==> config.mk <==
export PLATFORM = sky130hd
export DESIGN_NAME = pipe_skid_register
export DESIGN_NICKNAME = d
export VERILOG_FILES = /design/src/rtl/pipe_pkg.sv /design/src/rtl/sat_counter.sv /design/src/rtl/pipe_skid_register.sv
export SDC_FILE = /design/constraint.sdc
export NUM_CORES = 1
export LEC_CHECK = 0
export BUFFER_PORTS_ARGS = -buffer_cell sky130_fd_sc_hd__buf_2
export CORE_MARGIN = 4
export CORE_UTILIZATION = 25
export CTS_BUF_LIST = sky130_fd_sc_hd__clkbuf_8
export DETAILED_ROUTE_END_ITERATION = 12
export HOLD_SLACK_MARGIN = 0.15
export PLACE_DENSITY = 0.48
export SYNTH_ARGS = -nofsm -noshare
export SYNTH_HDL_FRONTEND = slang
export SYNTH_SLANG_ARGS = --single-unit
==> constraint.sdc <==
create_clock -name clock -period 1.8 [get_ports clock]
set_input_delay 0 -clock clock [delete_from_list [all_inputs] [get_ports clock]]
set_output_delay 0 -clock clock [all_outputs]
set_load 0.01 [all_outputs]
==> src/rtl/pipe_pkg.sv <==
// Shared types and default widths for the pipeline stage register.
// Occupancy encoding for the skid-mode stage.
package pipe_pkg;

  typedef enum logic [1:0] {
    EMPTY = 2'd0,
    HALF  = 2'd1,
    FULL  = 2'd2
  } occ_t;

  localparam int PIPE_DATA_W = 32;
  localparam int PIPE_TAG_W  = 5;

endpackage

==> src/rtl/sat_counter.sv <==
// Saturating up-counter; sticks at all-ones until reset.
module sat_counter #(
  parameter int W = 16
) (
  input  logic         clock,
  input  logic         reset,
  input  logic         inc,
  output logic [W-1:0] count
);

  logic [W-1:0] count_r;

  // count up on inc, holding at the maximum value
  always_ff @(posedge clock or negedge reset) begin
    if (!reset) begin
      count_r <= {W{1'b0}};
    end else if (inc && (count_r != {W{1'b1}})) begin
      count_r <= count_r + W'(1);
    end
  end

  assign count = count_r;

endmodule

==> src/rtl/pipe_skid_register.sv <==
// Valid/ready pipeline stage register with optional two-entry skid slot,
// synchronous flush and a saturating downstream-stall counter.
module pipe_skid_register
  import pipe_pkg::*;
#(
  parameter int DATA_W  = PIPE_DATA_W,
  parameter int TAG_W   = PIPE_TAG_W,
  parameter int SKID_EN = 1,
  parameter int CNT_W   = 16
) (
  input  logic              clock,
  input  logic              reset,
  input  logic              flush,
  input  logic              inValid,
  output logic              inReady,
  input  logic [DATA_W-1:0] inData,
  input  logic [TAG_W-1:0]  inTag,
  output logic              outValid,
  input  logic              outReady,
  output logic [DATA_W-1:0] outData,
  output logic [TAG_W-1:0]  outTag,
  output logic [CNT_W-1:0]  stallCount
);

  logic out_valid_s;
  logic stall_inc_s;

  generate
    if (SKID_EN != 0) begin : g_skid
      occ_t              state_r;
      occ_t              state_nxt_s;
      logic [DATA_W-1:0] main_data_r;
      logic [TAG_W-1:0]  main_tag_r;
      logic [DATA_W-1:0] skid_data_r;
      logic [TAG_W-1:0]  skid_tag_r;
      logic              push_s;
      logic              pop_s;
      logic              main_from_in_s;
      logic              main_from_skid_s;
      logic              skid_load_s;

      assign push_s = inValid && (state_r != FULL);
      assign pop_s  = (state_r != EMPTY) && outReady;

      // next occupancy and slot load enables; flush overrides any handshake
      always_comb begin
        state_nxt_s      = state_r;
        main_from_in_s   = 1'b0;
        main_from_skid_s = 1'b0;
        skid_load_s      = 1'b0;
        if (flush) begin
          state_nxt_s = EMPTY;
        end else begin
          case (state_r)
            EMPTY: begin
              if (push_s) begin
                state_nxt_s    = HALF;
                main_from_in_s = 1'b1;
              end else begin
                state_nxt_s = EMPTY;
              end
            end
            HALF: begin
              if (push_s && pop_s) begin
                state_nxt_s    = HALF;
                main_from_in_s = 1'b1;
              end else if (push_s) begin
                state_nxt_s = FULL;
                skid_load_s = 1'b1;
              end else if (pop_s) begin
                state_nxt_s = EMPTY;
              end else begin
                state_nxt_s = HALF;
              end
            end
            FULL: begin
              if (pop_s) begin
                state_nxt_s      = HALF;
                main_from_skid_s = 1'b1;
              end else begin
                state_nxt_s = FULL;
              end
            end
            default: begin
              state_nxt_s = EMPTY;
            end
          endcase
        end
      end

      // occupancy register
      always_ff @(posedge clock or negedge reset) begin
        if (!reset) begin
          state_r <= EMPTY;
        end else begin
          state_r <= state_nxt_s;
        end
      end

      // main slot: head entry driving the outputs
      always_ff @(posedge clock or negedge reset) begin
        if (!reset) begin
          main_data_r <= {DATA_W{1'b0}};
          main_tag_r  <= {TAG_W{1'b0}};
        end else if (main_from_in_s) begin
          main_data_r <= inData;
          main_tag_r  <= inTag;
        end else if (main_from_skid_s) begin
          main_data_r <= skid_data_r;
          main_tag_r  <= skid_tag_r;
        end
      end

      // skid slot: catches the entry accepted while the head is stalled
      always_ff @(posedge clock or negedge reset) begin
        if (!reset) begin
          skid_data_r <= {DATA_W{1'b0}};
          skid_tag_r  <= {TAG_W{1'b0}};
        end else if (skid_load_s) begin
          skid_data_r <= inData;
          skid_tag_r  <= inTag;
        end
      end

      // ready comes from the state register only, never from outReady
      assign inReady     = (state_r != FULL);
      assign out_valid_s = (state_r != EMPTY);
      assign outData     = main_data_r;
      assign outTag      = main_tag_r;
    end else begin : g_single
      logic              valid_r;
      logic [DATA_W-1:0] data_r;
      logic [TAG_W-1:0]  tag_r;
      logic              in_ready_s;
      logic              push_s;
      logic              pop_s;

      assign in_ready_s = !valid_r || outReady;
      assign push_s     = inValid && in_ready_s;
      assign pop_s      = valid_r && outReady;

      // slot valid; flush wins over push and pop
      always_ff @(posedge clock or negedge reset) begin
        if (!reset) begin
          valid_r <= 1'b0;
        end else if (flush) begin
          valid_r <= 1'b0;
        end else if (push_s) begin
          valid_r <= 1'b1;
        end else if (pop_s) begin
          valid_r <= 1'b0;
        end
      end

      // payload register
      always_ff @(posedge clock or negedge reset) begin
        if (!reset) begin
          data_r <= {DATA_W{1'b0}};
          tag_r  <= {TAG_W{1'b0}};
        end else if (push_s && !flush) begin
          data_r <= inData;
          tag_r  <= inTag;
        end
      end

      assign inReady     = in_ready_s;
      assign out_valid_s = valid_r;
      assign outData     = data_r;
      assign outTag      = tag_r;
    end
  endgenerate

  assign outValid    = out_valid_s;
  assign stall_inc_s = out_valid_s && !outReady;

  sat_counter #(
    .W(CNT_W)
  ) u_stall_cnt (
    .clock (clock),
    .reset (reset),
    .inc   (stall_inc_s),
    .count (stallCount)
  );

endmodule

* Word-level counts from Yosys, hierarchy flattened *
Cells that the tools add are included.
W data, S select, Z words.

word-level totals
  word-level logic and storage cells = 41
  output and inout bits = 55
  input bits = 42
  register bits = 92

cells by class
  muxes and demuxes = 21
  equality and inequality tests = 4
  $add $sub $neg = 1
  reductions and logical operators = 9

operator list
  cell                     count
  $mux W32                 2
  $add A16 B1 Y16 const B  1
  $ne A16 B16 Y1 const B   1
  $mux W1                  11
  $mux W5                  2
  $mux W2                  4
  $pmux W2 S3              1
  $logic_and A1 B1 Y1      5
  $reduce_bool A2 Y1       2
  $eq A2 B1 Y1 const B     1
  $eq A2 B2 Y1 const B     1
  $logic_not A2 Y1         1
  $ne A2 B2 Y1 const B     1
  $pmux W1 S2              1
  $logic_not A1 Y1         1

* Longest topological paths before layout *
  depth after elaboration = 7
  gate-level depth with buffers = 6
  mapped depth without buffers = 5

* By module *
Synthesis repeated with hierarchy kept, for this count alone.

second synthesis, totals
  cell total of the unflattened synthesis = 292
  area total of the unflattened synthesis = 4036.4 µm²

by module, submodules not included
  module              sequential area each (µm²)  area an instance (µm²)  cells an instance  instances
  pipe_skid_register  1901.8                      3176.8                  220                1
  sat_counter         400.4                       859.6                   72                 1

* Worst setup path after synthesis *
OpenSTA, ideal clock, no wires.

  path kind = reg-to-reg
  from = register u_stall_cnt.count_r[0], in the netlist u_stall_cnt.count[0]
  to = register u_stall_cnt.count_r[10], in the netlist u_stall_cnt.count[10]
  setup slack = 96 ps
  period minus slack after synthesis = 1704 ps
  setup time = 129 ps
  arrival time = 1576 ps
  data required time = 1671 ps
  cell stages (with the launch flop) = 6
  buffers on the path = 0
  path through = dfrtp_1 ha_1 nand4_4 nor4_4 and4b_2 xor2_1

between the ends
  cells in the longest elaborated chain, start to end = 2
  elaborated cells between the ends (all ways) = 3
  those cells by class = 1 x add/sub; 1 x eq/ne; 1 x reduce/logical

ends and longest elaborated chain
  item                                                     RTL line           text
  start, declared                                          sat_counter.sv:11  logic [W-1:0] count_r;
  start signal, assigned                                   sat_counter.sv:16  count_r <= {W{1'b0}};
  start signal, assigned                                   sat_counter.sv:18  count_r <= count_r + W'(1);
  branches (longest 2 deep; another with $add A16 B1 Y16)  -

Parallel ways; which one is timed is not known.
A chain may end at the register's enable or synchronous reset.

* Worst setup path in the final report *
Same ends and word-level chain as after synthesis.

==> summary.md <==
| Metric | Value |
|---|---|
| Outcome | completed |
| First-pass GRT wire length | 16690 µm |
| Top FF cell, synth | dfrtp_1 |
| Post-Syn Area | approximately 4000 µm² |
| Diode insertion count for antenna repair | 0 |
| Die footprint | roughly 18000 µm² |
| Pre-CTS WS | 0.07697 ns |
| Most area-consuming cells after synthesis | dfrtp_1, mux2_2, a22o_1, a21o_1, xor2_1 |
| Die Ht | around 130 µm |
| Number of nets in the finished design | ~490 |
| Total of max-cap violations | 0 |
| Worst supply voltage drop on vdd | about 0.40 mV |
| I/O pin count | a little under 100 |
| Cell chain of the critical path | ha_2 > nand4_4 > nor4_4 > buf_6 > and4b_2 > xor2_1 |
| DR vias/cell | 4.403 |
| Clock H-tree levels | 3 |
| Placeable core area | 15370 µm² |
| Violation count after the first detailed-routing iteration | 60 |
| Leakage power | between 2 and 3 nW |
| Tightest Hold Check Type | in -> reg |
| Endpoints failing hold | 0 |
| Remaining global-route overflow | 0 |
| Unrepaired setup endpoints after global routing | no |
| Count of distinct cell types in the synthesized netlist | 39 |
| Latest clock arrival within the worst-skew pair | between 0.3 and 0.4 ns |
| # rows | 45 |
| Average cell area after synthesis | between 10 and 15 µm² |
| Number of placed instances with taps included | between 600 and 700 |
| Net load switching power | 1.518 mW |
| Total number of clock tree sinks | 92 |
| Kind of critical path | reg -> reg |
| Post-route DRC violation count | 0 |
| Gate count of the mapped netlist | 290 |
| Clk pin slew, worst setup/hold paths | around 0.090 ns |
| Ratio of final minimum period to clock period | 0.9414 |
| Maximum number of pins on one net before global-route repair | 40 |
| Fmax | about 600 MHz |
| Number of buffers inserted during clock tree synthesis | 9 |
| Slew Limit Headroom | 0.6457 |
| Critical path data required time | 2.06 ns |
| Power share of the combinational group | 0.214 |
| Kind of end point of the critical path | register |
| Max clock buf depth | 2 |
| Die X | ~130 µm |
| Clock Skews | roughly 0.0056 ns |
| Clock tree from TritonCTS | yes |
| Post-layout util | 0.3577 |
| Number of enable-type register cells in the synthesized netlist | 0 |
| Synth Net Count | around 330 |
| Post-DR wirelength/cell | ~15 µm |
| Root buffer cell | clkbuf_8 |
| Via count of the first global-routing pass | 3163 |
| Syn-to-layout area delta | 38.74% |
| Initial DRT Pass Iterations | 4 |
| Routed Wire Length | about 9900 µm |
| Count of non-filler cells in the finished layout | 660 |
| Port bufs | 96 |
| Transition time of the tightest slew-check pin | 0.5315 ns |
| Yosys reg bits | approximately 90 |
| Slowest cell on the critical path | dfrtp_1 |
| Slowest stage delay, CP | roughly 0.37 ns |
| Count of synthesis-stage warnings from yosys | 0 |
| Total Routing Usage GR | 0.1180 |
| Final-report setup violation count | 0 |
| Area leader, netlist | dfrtp_1 |
| Gate family responsible for the most delay along the worst path | simple AND/OR/NAND/NOR gates |
| Share of synthesized flip-flops with an asynchronous set or reset | 1.000 |
| Post-detailed-placement half-perimeter wirelength | 6514 µm |
| Antenna Nets Post-Route | 0 |
| Fraction of final layout cells sized beyond drive strength 1 | 0.4076 |
| Time the final worst path needs with I/O delays and setup | 1.695 ns |
| Most frequent cells after synthesis | dfrtp_1, mux2_2, a21o_1, a22o_1, xor2_1 |
| Worst-case hold slack | a little under 0.4 ns |
| Sequential Power Share | 0.505 |
| Antenna violations before repair | 0 |
| Fraction of post-synthesis cell area in the top cell type by area | 0.5810 |
| Routed via count | ~2.9k |
| Largest fanout on the critical path | 10 |
| Initial core utilization | 0.2578 |
| Buffer count from post-CTS setup fixing | 0 |
| RD Place Congestion | 0.7620 |
| WP data arrival | 1.95 ns |
| Sequential-to-total area share from yosys stat | 0.5810 |
| Most common cell in the synthesized netlist | dfrtp_1 |
| CP Launch Type | register |
| Net switching share of the total power | 0.2764 |
| Final max-slew violation count | 0 |
| Bufs and invs on worst path | 1 |
| Final critical-path setup slack | 0.1054 ns |
| Clock Power Share | 0.282 |
| Internal power | around 4.0 mW |
| P per Cell Area | around 1000 nW/µm² |
| Post-route setup TNS | 0 ns |
-- worst min-delay path, stage by stage --
cell and delay [ns]:
dlygate4sd3_1 0.51, buf_2 0.10, mux2_2 0.13
-- cell type report --
type / count / area (µm²)
fillers: 1539 / 9873
flip-flops and latches: 92 / 2302
multi-input cells: 180 / 1573
repair buffers: 160 / 1137
well taps: 211 / 264.0
clock buffers: 10 / 137.6
clock inverters: 6 / 80.08
inverters: 1 / 3.754
-- power groups by stage --
stage | combinational [mW] | clock, mW | sequential (mW)
2_1_floorplan | 0.510 | 0 | 2.89
3_3_place_gp | 1.11 | 0 | 2.80
3_5_place_dp | 1.13 | 0 | 2.82
4_1_cts | 1.20 | 1.64 | 2.78
5_1_grt | 1.31 | 1.73 | 2.84
6_report | 1.17 | 1.55 | 2.77
-- path summary, 6_finish.rpt --
| check | startpoint | to | slack, ns | cells after the start |
|---|---|---|---|---|
| worst min-delay path | inData[27] | g_skid.skid_data_r[27] | 0.40 | 3 |
| min in group asynchronous | reset | outData[2] | 0.68 | 3 |
| worst max-delay path | u_stall_cnt.count[0] | u_stall_cnt.count[10] | 0.11 | 6 |
| worst min register to register | outData[7] | outData[7] | 0.47 | 1 |
| max in group asynchronous | reset | g_skid.skid_data_r[10] | 0.52 | 4 |
| worst max register to register | u_stall_cnt.count[0] | u_stall_cnt.count[10] | 0.11 | 6 |
-- cells by family (layout without fill, tap and decap cells) --
logic type / count (synthesis) / in the layout / synth area share
buffers and inverters: 18 / 177 / 0.02999
DFF: 92 / 92 / 0.5810
AOI/OAI and AO/OA: 76 / 76 / 0.1535
adders and majority gates: 1 / 1 / 0.003157
xor gates and xnor gates: 14 / 14 / 0.03094
muxes: 42 / 42 / 0.1184
and+or+nand+nor: 47 / 47 / 0.08304
-- metrics by stage --
| step | total power, mW | cell area, µm² |
|---|---|---|
| floorplan | 3.396 | 3963 |
| global placement | 3.907 | 4837 |
| detailed placement | 3.947 | 4837 |
| CTS | 5.618 | 5485 |
| global route | 5.873 | 5498 |
| finish | 5.493 | 5498 |
-- repair_timing --
action | 4_1_cts | 5_1_grt
gates resized for setup | 0 | 3
endpoints found under the setup margin | 0 | 13
endpoints found under the hold margin | 168 | 0
hold buffers | 43 | 0
-- placed cells by master, fill, tap and decap left out, drive strengths merged, types with 6 or more instances in the layout --
cell type      n
a21o          35
a22o          35
buf          117
clkbuf        10
dfrtp         92
dlygate4sd3   43
mux2          39
nand2          6
nand3          7
xor2          12
-- metal layers --
metal	part of all wire	global-route usage
met1	0.47	0.1595
met2	0.46	0.1816
met3	0.044	0.02851
met4	0.017	0.04857
met5	0	0
-- sequential cells by signal (all words and copies together) (netlist names) --
register            count
g_skid.state_r          2
u_stall_cnt.count      16
outTag                  5
outData                32
g_skid.skid_tag_r       5
g_skid.skid_data_r     32
Note: power is estimated with default switching activity, not from simulation.
